===== src/rtl/capture_ctrl.sv =====
// ---------------------------------------------------------------------------
// capture_ctrl
//
// Purpose:
//   Sequences writes of packed sample words into the circular capture RAM.
//   A capture fills the pre-trigger region, arms, waits for a trigger while
//   continuing to overwrite the oldest data, then writes a programmable
//   number of post-trigger words and stops with a done flag.
//
// Ports:
//   clk           in   system clock, all logic on posedge
//   rst_n         in   asynchronous active-low reset
//   wrt_smpl      in   one-clk pulse: a sample word is ready this cycle
//   start         in   one-clk pulse: begin a new capture (IDLE or DONE only)
//   abort         in   terminate the capture immediately
//   trig_in       in   trigger event, level sampled each clk
//   trig_pos      in   words to write after the trigger (0..ENTRIES-1)
//   done_clr      in   acknowledge/clear capture_done
//   we            out  RAM write enable (combinational)
//   waddr         out  RAM write address, valid in the same cycle as we
//   armed         out  pre-trigger region full, trigger may be accepted
//   triggered     out  trigger has been accepted this capture
//   capture_done  out  capture complete
//   trace_end     out  address of the last word written in this capture
//   state_dbg     out  current FSM state encoding, for observation only
//
// Handshake: there is no back-pressure. wrt_smpl is a qualifier pulse; the
// write happens in the cycle we is high and the RAM must accept it then.
//
// ENTRIES must equal 2**ADDR_W; address wrap relies on natural overflow.
// ---------------------------------------------------------------------------
module capture_ctrl #(
    parameter int ADDR_W  = 9,
    parameter int ENTRIES = 512
) (
    input  logic              clk,
    input  logic              rst_n,
    input  logic              wrt_smpl,
    input  logic              start,
    input  logic              abort,
    input  logic              trig_in,
    input  logic [ADDR_W-1:0] trig_pos,
    input  logic              done_clr,
    output logic              we,
    output logic [ADDR_W-1:0] waddr,
    output logic              armed,
    output logic              triggered,
    output logic              capture_done,
    output logic [ADDR_W-1:0] trace_end,
    output logic [2:0]        state_dbg
);

    typedef enum logic [2:0] {
        IDLE = 3'd0,
        PRE  = 3'd1,
        ARM  = 3'd2,
        POST = 3'd3,
        DONE = 3'd4
    } state_t;

    // ENTRIES needs one extra bit so that trig_pos == 0 gives a full-depth
    // pre-trigger region.
    localparam logic [ADDR_W:0] ENTRIES_W = (ADDR_W+1)'(ENTRIES);

    state_t              state_q,        state_d;
    logic [ADDR_W-1:0]   waddr_q,        waddr_d;
    logic [ADDR_W:0]     pre_cnt_q,      pre_cnt_d;
    logic [ADDR_W-1:0]   post_cnt_q,     post_cnt_d;
    logic                armed_q,        armed_d;
    logic                triggered_q,    triggered_d;
    logic                capture_done_q, capture_done_d;
    logic [ADDR_W-1:0]   trace_end_q,    trace_end_d;

    logic                writing_state;
    logic [ADDR_W-1:0]   waddr_inc;
    logic [ADDR_W:0]     pre_cnt_inc;
    logic [ADDR_W-1:0]   post_cnt_inc;
    logic [ADDR_W:0]     arm_target;
    logic [ADDR_W-1:0]   last_addr;

    assign writing_state = (state_q == PRE) || (state_q == ARM) || (state_q == POST);
    assign we            = wrt_smpl & writing_state & ~abort;

    assign waddr_inc    = waddr_q + ADDR_W'(1);
    assign pre_cnt_inc  = pre_cnt_q + (ADDR_W+1)'(1);
    assign post_cnt_inc = post_cnt_q + ADDR_W'(1);
    assign arm_target   = ENTRIES_W - {1'b0, trig_pos};

    // When the trigger lands with no write in the same cycle, the last word
    // written sits one address behind the current write pointer.
    assign last_addr = we ? waddr_q : (waddr_q - ADDR_W'(1));

    always_comb begin
        state_d        = state_q;
        waddr_d        = waddr_q;
        pre_cnt_d      = pre_cnt_q;
        post_cnt_d     = post_cnt_q;
        armed_d        = armed_q;
        triggered_d    = triggered_q;
        capture_done_d = capture_done_q;
        trace_end_d    = trace_end_q;

        if (abort) begin
            // trace_end survives an abort so the previous capture can still
            // be located in the RAM.
            state_d        = IDLE;
            waddr_d        = '0;
            pre_cnt_d      = '0;
            post_cnt_d     = '0;
            armed_d        = 1'b0;
            triggered_d    = 1'b0;
            capture_done_d = 1'b0;
        end else begin
            case (state_q)
                IDLE: begin
                    if (start) begin
                        state_d        = PRE;
                        waddr_d        = '0;
                        pre_cnt_d      = '0;
                        post_cnt_d     = '0;
                        armed_d        = 1'b0;
                        triggered_d    = 1'b0;
                        capture_done_d = 1'b0;
                    end
                end

                PRE: begin
                    // trig_in is deliberately ignored until the pre-trigger
                    // region is full.
                    if (we) begin
                        waddr_d   = waddr_inc;
                        pre_cnt_d = pre_cnt_inc;
                        if (pre_cnt_inc == arm_target) begin
                            state_d = ARM;
                            armed_d = 1'b1;
                        end
                    end
                end

                ARM: begin
                    // A write coinciding with the trigger belongs to the
                    // pre-trigger data and is not counted in post_cnt.
                    if (we) begin
                        waddr_d = waddr_inc;
                    end
                    if (trig_in) begin
                        triggered_d = 1'b1;
                        if (trig_pos == '0) begin
                            state_d        = DONE;
                            capture_done_d = 1'b1;
                            trace_end_d    = last_addr;
                        end else begin
                            state_d = POST;
                        end
                    end
                end

                POST: begin
                    if (we) begin
                        waddr_d    = waddr_inc;
                        post_cnt_d = post_cnt_inc;
                        if (post_cnt_inc == trig_pos) begin
                            state_d        = DONE;
                            capture_done_d = 1'b1;
                            trace_end_d    = waddr_q;
                        end
                    end
                end

                DONE: begin
                    // start wins over done_clr so a host can re-launch and
                    // acknowledge in one cycle.
                    if (start) begin
                        state_d        = PRE;
                        waddr_d        = '0;
                        pre_cnt_d      = '0;
                        post_cnt_d     = '0;
                        armed_d        = 1'b0;
                        triggered_d    = 1'b0;
                        capture_done_d = 1'b0;
                    end else if (done_clr) begin
                        state_d        = IDLE;
                        armed_d        = 1'b0;
                        triggered_d    = 1'b0;
                        capture_done_d = 1'b0;
                    end
                end

                default: begin
                    state_d = IDLE;
                end
            endcase
        end
    end

    always_ff @(posedge clk or negedge rst_n) begin
        if (!rst_n) begin
            state_q        <= IDLE;
            waddr_q        <= '0;
            pre_cnt_q      <= '0;
            post_cnt_q     <= '0;
            armed_q        <= 1'b0;
            triggered_q    <= 1'b0;
            capture_done_q <= 1'b0;
            trace_end_q    <= '0;
        end else begin
            state_q        <= state_d;
            waddr_q        <= waddr_d;
            pre_cnt_q      <= pre_cnt_d;
            post_cnt_q     <= post_cnt_d;
            armed_q        <= armed_d;
            triggered_q    <= triggered_d;
            capture_done_q <= capture_done_d;
            trace_end_q    <= trace_end_d;
        end
    end

    assign waddr        = waddr_q;
    assign armed        = armed_q;
    assign triggered    = triggered_q;
    assign capture_done = capture_done_q;
    assign trace_end    = trace_end_q;
    assign state_dbg    = state_q;

endmodule


===== config.mk =====
export PLATFORM = sky130hd
export DESIGN_NAME = capture_ctrl
export DESIGN_NICKNAME = d
export VERILOG_FILES = /design/src/rtl/capture_ctrl.sv
export SDC_FILE = /design/constraint.sdc
export NUM_CORES = 1
export LEC_CHECK = 0
export BUFFER_PORTS_ARGS = -buffer_cell sky130_fd_sc_hd__buf_2
export CAP_MARGIN = 15
export CORE_ASPECT_RATIO = 0.6
export CORE_UTILIZATION = 58
export CTS_BUF_LIST = sky130_fd_sc_hd__clkbuf_4 sky130_fd_sc_hd__clkbuf_8 sky130_fd_sc_hd__clkbuf_16
export DETAILED_ROUTE_END_ITERATION = 7
export PLACE_DENSITY = 0.83
export SETUP_SLACK_MARGIN = 0.2
export SYNTH_ARGS = -nofsm -noshare
export SYNTH_HDL_FRONTEND = slang
export SYNTH_SLANG_ARGS = --single-unit

===== constraint.sdc =====
create_clock -name clk -period 3.3 [get_ports clk]
set_input_delay 0.66 -clock clk [delete_from_list [all_inputs] [get_ports clk]]
set_output_delay 0.66 -clock clk [all_outputs]
set_load 0.02 [all_outputs]

# ---- Yosys cells after proc, flatten, opt, wreduce, memory -nomap -nowiden
# Cells that the tools add are included.
dict set report op_classes {
  n_addsub 5
  n_eq_ne 20
  n_mux 44
  n_bitwise 3
  reduce_logical 21
}
# cell count
set op_table {}
lappend op_table {{two-way mux 9 bit} 10}
lappend op_table {{case mux 9 bit (2 select lines)} 3}
lappend op_table {{two-way mux 10 bit} 3}
lappend op_table {{two-way mux 3 bit} 10}
lappend op_table {{case mux 10 bit (2 select lines)} 1}
lappend op_table {{adder 9 x 1 -> 9 bit, second input constant} 2}
lappend op_table {{case mux 3 bit (5 select lines)} 1}
lappend op_table {{AND reduction 7 bit} 2}
lappend op_table {{two-way mux 1 bit} 13}
lappend op_table {{inequality test 3 bit, second input constant} 4}
lappend op_table {{adder 10 x 1 -> 10 bit, second input constant} 1}
lappend op_table {{== test 10 bit} 1}
lappend op_table {{subtractor 10 x 9 -> 10 bit, first input constant} 1}
lappend op_table {{== test 9 bit} 1}
lappend op_table {{logical NOT 9 bit} 1}
lappend op_table {{inequality test 3 x 2 -> 1 bit, second input constant} 3}
lappend op_table {{AND reduction 3 bit} 3}
lappend op_table {{nonzero test 3 bit} 3}
lappend op_table {{subtractor 9 x 1 -> 9 bit, second input constant} 1}
lappend op_table {{nonzero test 4 bit} 2}
lappend op_table {{== test 3 x 2 -> 1 bit, second input constant} 2}
lappend op_table {{inequality test 3 x 1 -> 1 bit, second input constant} 2}
lappend op_table {{case mux 1 bit (3 select lines)} 2}
lappend op_table {{AND reduction 6 bit} 1}
lappend op_table {{other kinds (16)} 20}
dict set report totals {
  regBits 43
  inputBits 16
  output_inout_bits 25
  elab_cells 101
}

# ---- Depth between registers and ports, before layout
dict set report depth {
  ltp_word 9
  depth_mapped 12
  depth_no_buf 11
}

# ---- Least setup slack after synthesis
# OpenSTA, ideal clock, no wires.
dict set report synth_timing {
  path_kind {input to register}
  start {input port trig_pos[2]}
  end {register state_q[1] (netlist: state_dbg[1])}
  setup_time_ns 0.076
  t_arrival_ns 2.605
  required_time_ns 3.224
  slack_ns 0.619
  path_stages 9
  n_path_buf 1
  path_cell_list {buf_6 -> or4_4 -> nor4_1 -> ha_1 -> xor2_1 -> o21ai_0 -> nand4_2 -> mux2_2 -> o21ai_1}
}
dict set report synth_via {
  elab_chain_len 5
  elab_cells_between_ends 11
  classes_between {add/sub: 1; eq/ne: 4; mux: 4; reduce/logical: 2}
}
# element line
set synth_lines {}
lappend synth_lines {{from (decl)} 42} ;# input logic [ADDR_W-1:0] trig_pos,
lappend synth_lines {{branches (longest 5 deep; another with subtractor 10 x 9 -> 10 bit)} --}
lappend synth_lines {{to (signal assigned)} 207} ;# state_q <= state_d;
lappend synth_lines {{to (decl)} 65} ;# state_t state_q, state_d;
# Several ways; the timed one is not identified. The select of a mux whose other input is x is not followed.
# A chain may end at the register's enable or synchronous reset.

# ---- Final worst setup path
dict set report layout_timing {
  start {register state_q[0] (netlist: state_dbg[0])}
  end {output port we}
}
dict set report layout_via {
  elab_chain_len 5
  elab_cells_between_ends 7
  classes_between {eq/ne: 3; bitwise: 2; reduce/logical: 2}
}
# element line
set layout_lines {}
lappend layout_lines {{== test 3 x 1 -> 1 bit / == test 3 x 2 -> 1 bit (equally long branches)} 81} ;# assign writing_state = (state_q == PRE) || (state_q == ARM) || (state_q == POST);
lappend layout_lines {{logical OR 1 bit} 81}
lappend layout_lines {{logical OR 1 bit (*)} 81}
lappend layout_lines {{bitwise AND 1 bit (*) (2 in series)} 82} ;# assign we = wrt_smpl & writing_state & ~abort;
lappend layout_lines {{to (decl)} 44} ;# output logic we,
# Every way passes the cells marked *; elsewhere a longest branch is shown, timed or not.

==> out/summary.txt <==
status -> completed
clock latency on the worst-skew pair -> 0.29 ns
Worst Hold Slack -> 0.481 ns
most frequent cells in the layout -> dfrtp_1 (43), buf_2 (40), nor2_1 (34)
Final setup viols -> 0
clk slew on worst S/H paths -> 0.08 ns
Sw Share -> 27.7%
Internal -> 0.870 mW
Critical Path AT -> 2.14 ns
wire length per cell -> 17.0 µm
CP Launch Type -> flip-flop
DIE WIDTH -> 95.6 µm
R2R Setup Slk -> 0.59 ns
post-cts resize count -> 0
clk root buf -> clkbuf_8
TritonCTS Buffers -> 5
Post-Syn Nets -> 362
LEAKAGE -> 1.56 nW
H-tree depth -> 2
Worst Setup Path Type -> flip-flop to output pin
Max Cap Viol -> 0
final hold vios -> 0
global placer's final weighted congestion -> 0.951
Mapped Cells -> 340
pre-CTS WS -> 0.194 ns
asr flop ratio synth -> 100%
Power Density -> 360 nW/µm²
largest net degree at the start of global routing -> 44
core box area -> 5050 µm²
r2r endpoint -> trace_end[1]
hold_sp -> capture_done
Logic pwr share -> 18.1%
library cells used by synthesis -> 56
period utilization -> 84.8%
post-synthesis area per instance -> 8.96 µm²
total track usage -> 29.1%
worst r2r path cells -> 6
aggregate negative setup slack -> 0 ns
share of the synthesized area in the top cell type -> 35.3%
NumNets Final -> 394
Post-CTS Hold Fix Bufs -> 0
layout cell share with drive strength beyond 1 -> 20.9%
diode count -> 0
CP Capture Type -> output pin
Hold WC Path Type -> flip-flop to flip-flop
Clock power frac -> 35.4%
# DRC -> 0
Vias/cell -> 6.29
WHS Path Cells -> 2
final worst setup slack -> 0.500 ns
die height -> 58.1 µm
Final Skew -> 0.00499 ns
dominant cells by area after synthesis -> dfrtp_1 (35%), xnor2_1 (7.2%), o21ai_0 (5.4%), xor2_1 (4.3%), nor2_1 (4.2%)
clock buffer depth -> 2
worst r2r src -> post_cnt_q[3]
drt pass-1 iters -> 7
Final ANT Viol Nets -> 0
sw power -> 0.334 mW
IO buf count -> 40
top cell type by total area after synthesis -> dfrtp_1
area of the multi-input gates -> 1790 µm²
maximum vdd ir drop -> 252 µV
initial antenna violation count -> 0
#FFs+latches synth -> 43
clock tree from TritonCTS -> done
RSZ-0062 raised after global routing -> false
total power -> 1.20 mW
DRT Wirelength -> 7.45 mm
Initial Utilization -> 60.3%
Via Count -> 2761
First DRT Iteration DRCs -> 239
first-pass GRT wire length -> 12.4 mm
register area share after synthesis -> 35.3%
I/O pins -> 41
Top FF cell, synth -> dfrtp_1
Post-Syn Area -> 3050 µm²
Req. time, crit path -> 2.64 ns
via count of the first global-routing pass -> 2478
WHS Endpoint -> capture_done
Slew @ Worst Pin -> 0.948 ns
Post-CTS Setup Bufs -> 0
Area Overhead vs Synth -> 9.61%
commonest non-fill, non-tap cell in the layout -> dfrtp_1
min Tclk post-route -> 2.80 ns
Fill cells -> 408
total die area -> 5560 µm²
Post-synth EDFFs -> 0
Cell Rows -> 20
clock sink total -> 43
Fmax -> 357 MHz
Slew headroom -> 36.8%
sequential fraction of design power -> 46.5%
Yosys warnings -> 0
Register Area -> 1080 µm²
hpwl dp -> 5.51 mm
Slew Limit Fails -> 0
total gr overflow -> 0
crit path max fanout -> 15
## critical path, stage by stage, from the launching register on
cell     delay [ns]
dfrtp_1        0.53
nor2_1         0.10
buf_4          0.17
or2_2          0.43
nor2_1         0.39
buf_2          0.24
## sequential cells by signal, indices dropped and copies added, names as in the netlist
signal,flops
armed,1
capture_done,1
post_cnt_q,9
pre_cnt_q,10
state_dbg,3
trace_end,9
triggered,1
waddr,9
## how the worst max path moves through the flow
stage / startpoint / end / slack (ns) / cells past startpoint
2_1_floorplan: trig_pos[2] / state_dbg[1] / 0.62 / 9
5_1_grt: state_dbg[0] / we / 0.41 / 5
3_5_place_dp: trig_pos[2] / trace_end[7] / 0.19 / 8
6_report: state_dbg[0] / we / 0.50 / 5
3_3_place_gp: trig_pos[2] / trace_end[8] / 0.29 / 8
4_1_cts: post_cnt_q[3] / trace_end[1] / 0.30 / 6
## metrics by stage
step           std cells  area, µm²  util (%)
2_1_floorplan        340       3050         -
3_3_place_gp         431       3220      63.7
3_5_place_dp         431       3220      63.7
4_1_cts              439       3340      66.0
5_1_grt              439       3340      66.1
6_report             439       3340      66.1
## power by group through the flow
stage               logic [mW]  registers [mW]  clock network [mW]
finish                   0.218           0.560               0.426
global route             0.240           0.562               0.447
CTS                      0.216           0.559               0.432
detailed placement       0.215           0.570                   0
global placement         0.207           0.568                   0
floorplan                0.131           0.583                   0
## synthesized netlist by cell type, drive strengths merged (2+ instances only)
cell type / number
dfrtp: 43
nor2: 36
o21ai: 36
xnor2: 25
nand2: 20
nand3: 17
xor2: 15
mux2: 11
a21oi: 10
and3: 10
buf: 10
clkbuf: 10
o31ai: 9
inv: 8
nand2b: 8
ha: 6
nand4: 6
nor3: 6
or3: 6
a31oi: 5
and2: 5
nor4: 5
o22ai: 3
a211oi: 2
a21o: 2
nand4b: 2
nor2b: 2
nor3b: 2
o21a: 2
o41ai: 2
## final cells by class
type	count	area share (%)
Multi-Input combinational cell	268	53.5
Sequential cell	43	32.2
Timing Repair Buffer	46	7.34
Clock buffer	6	2.47
Tap cell	66	2.47
Clock inverter	2	1.05
Inverter	8	0.899
## logic make-up after synthesis
group           Yosys count  synth area share (%)
compound gates           78                  16.4
mux                      12                  4.39
buf+inv                  29                  6.12
flops                    43                  35.3
simple gates            131                  23.5
xor+xnor                 40                  11.5
fa+ha+maj                 7                  2.79
## routing by layer
layer | global-route usage, % | vias up | wire length, µm
met5 | 0 | - | 0
met3 | 5.38 | 11 | 722
met4 | 7.89 | 0 | 71
met2 | 43.1 | 163 | 3280
met1 | 43.6 | 1307 | 3380
li1 | - | 1280 | -
No activity file was read; power rests on OpenSTA's default activity.
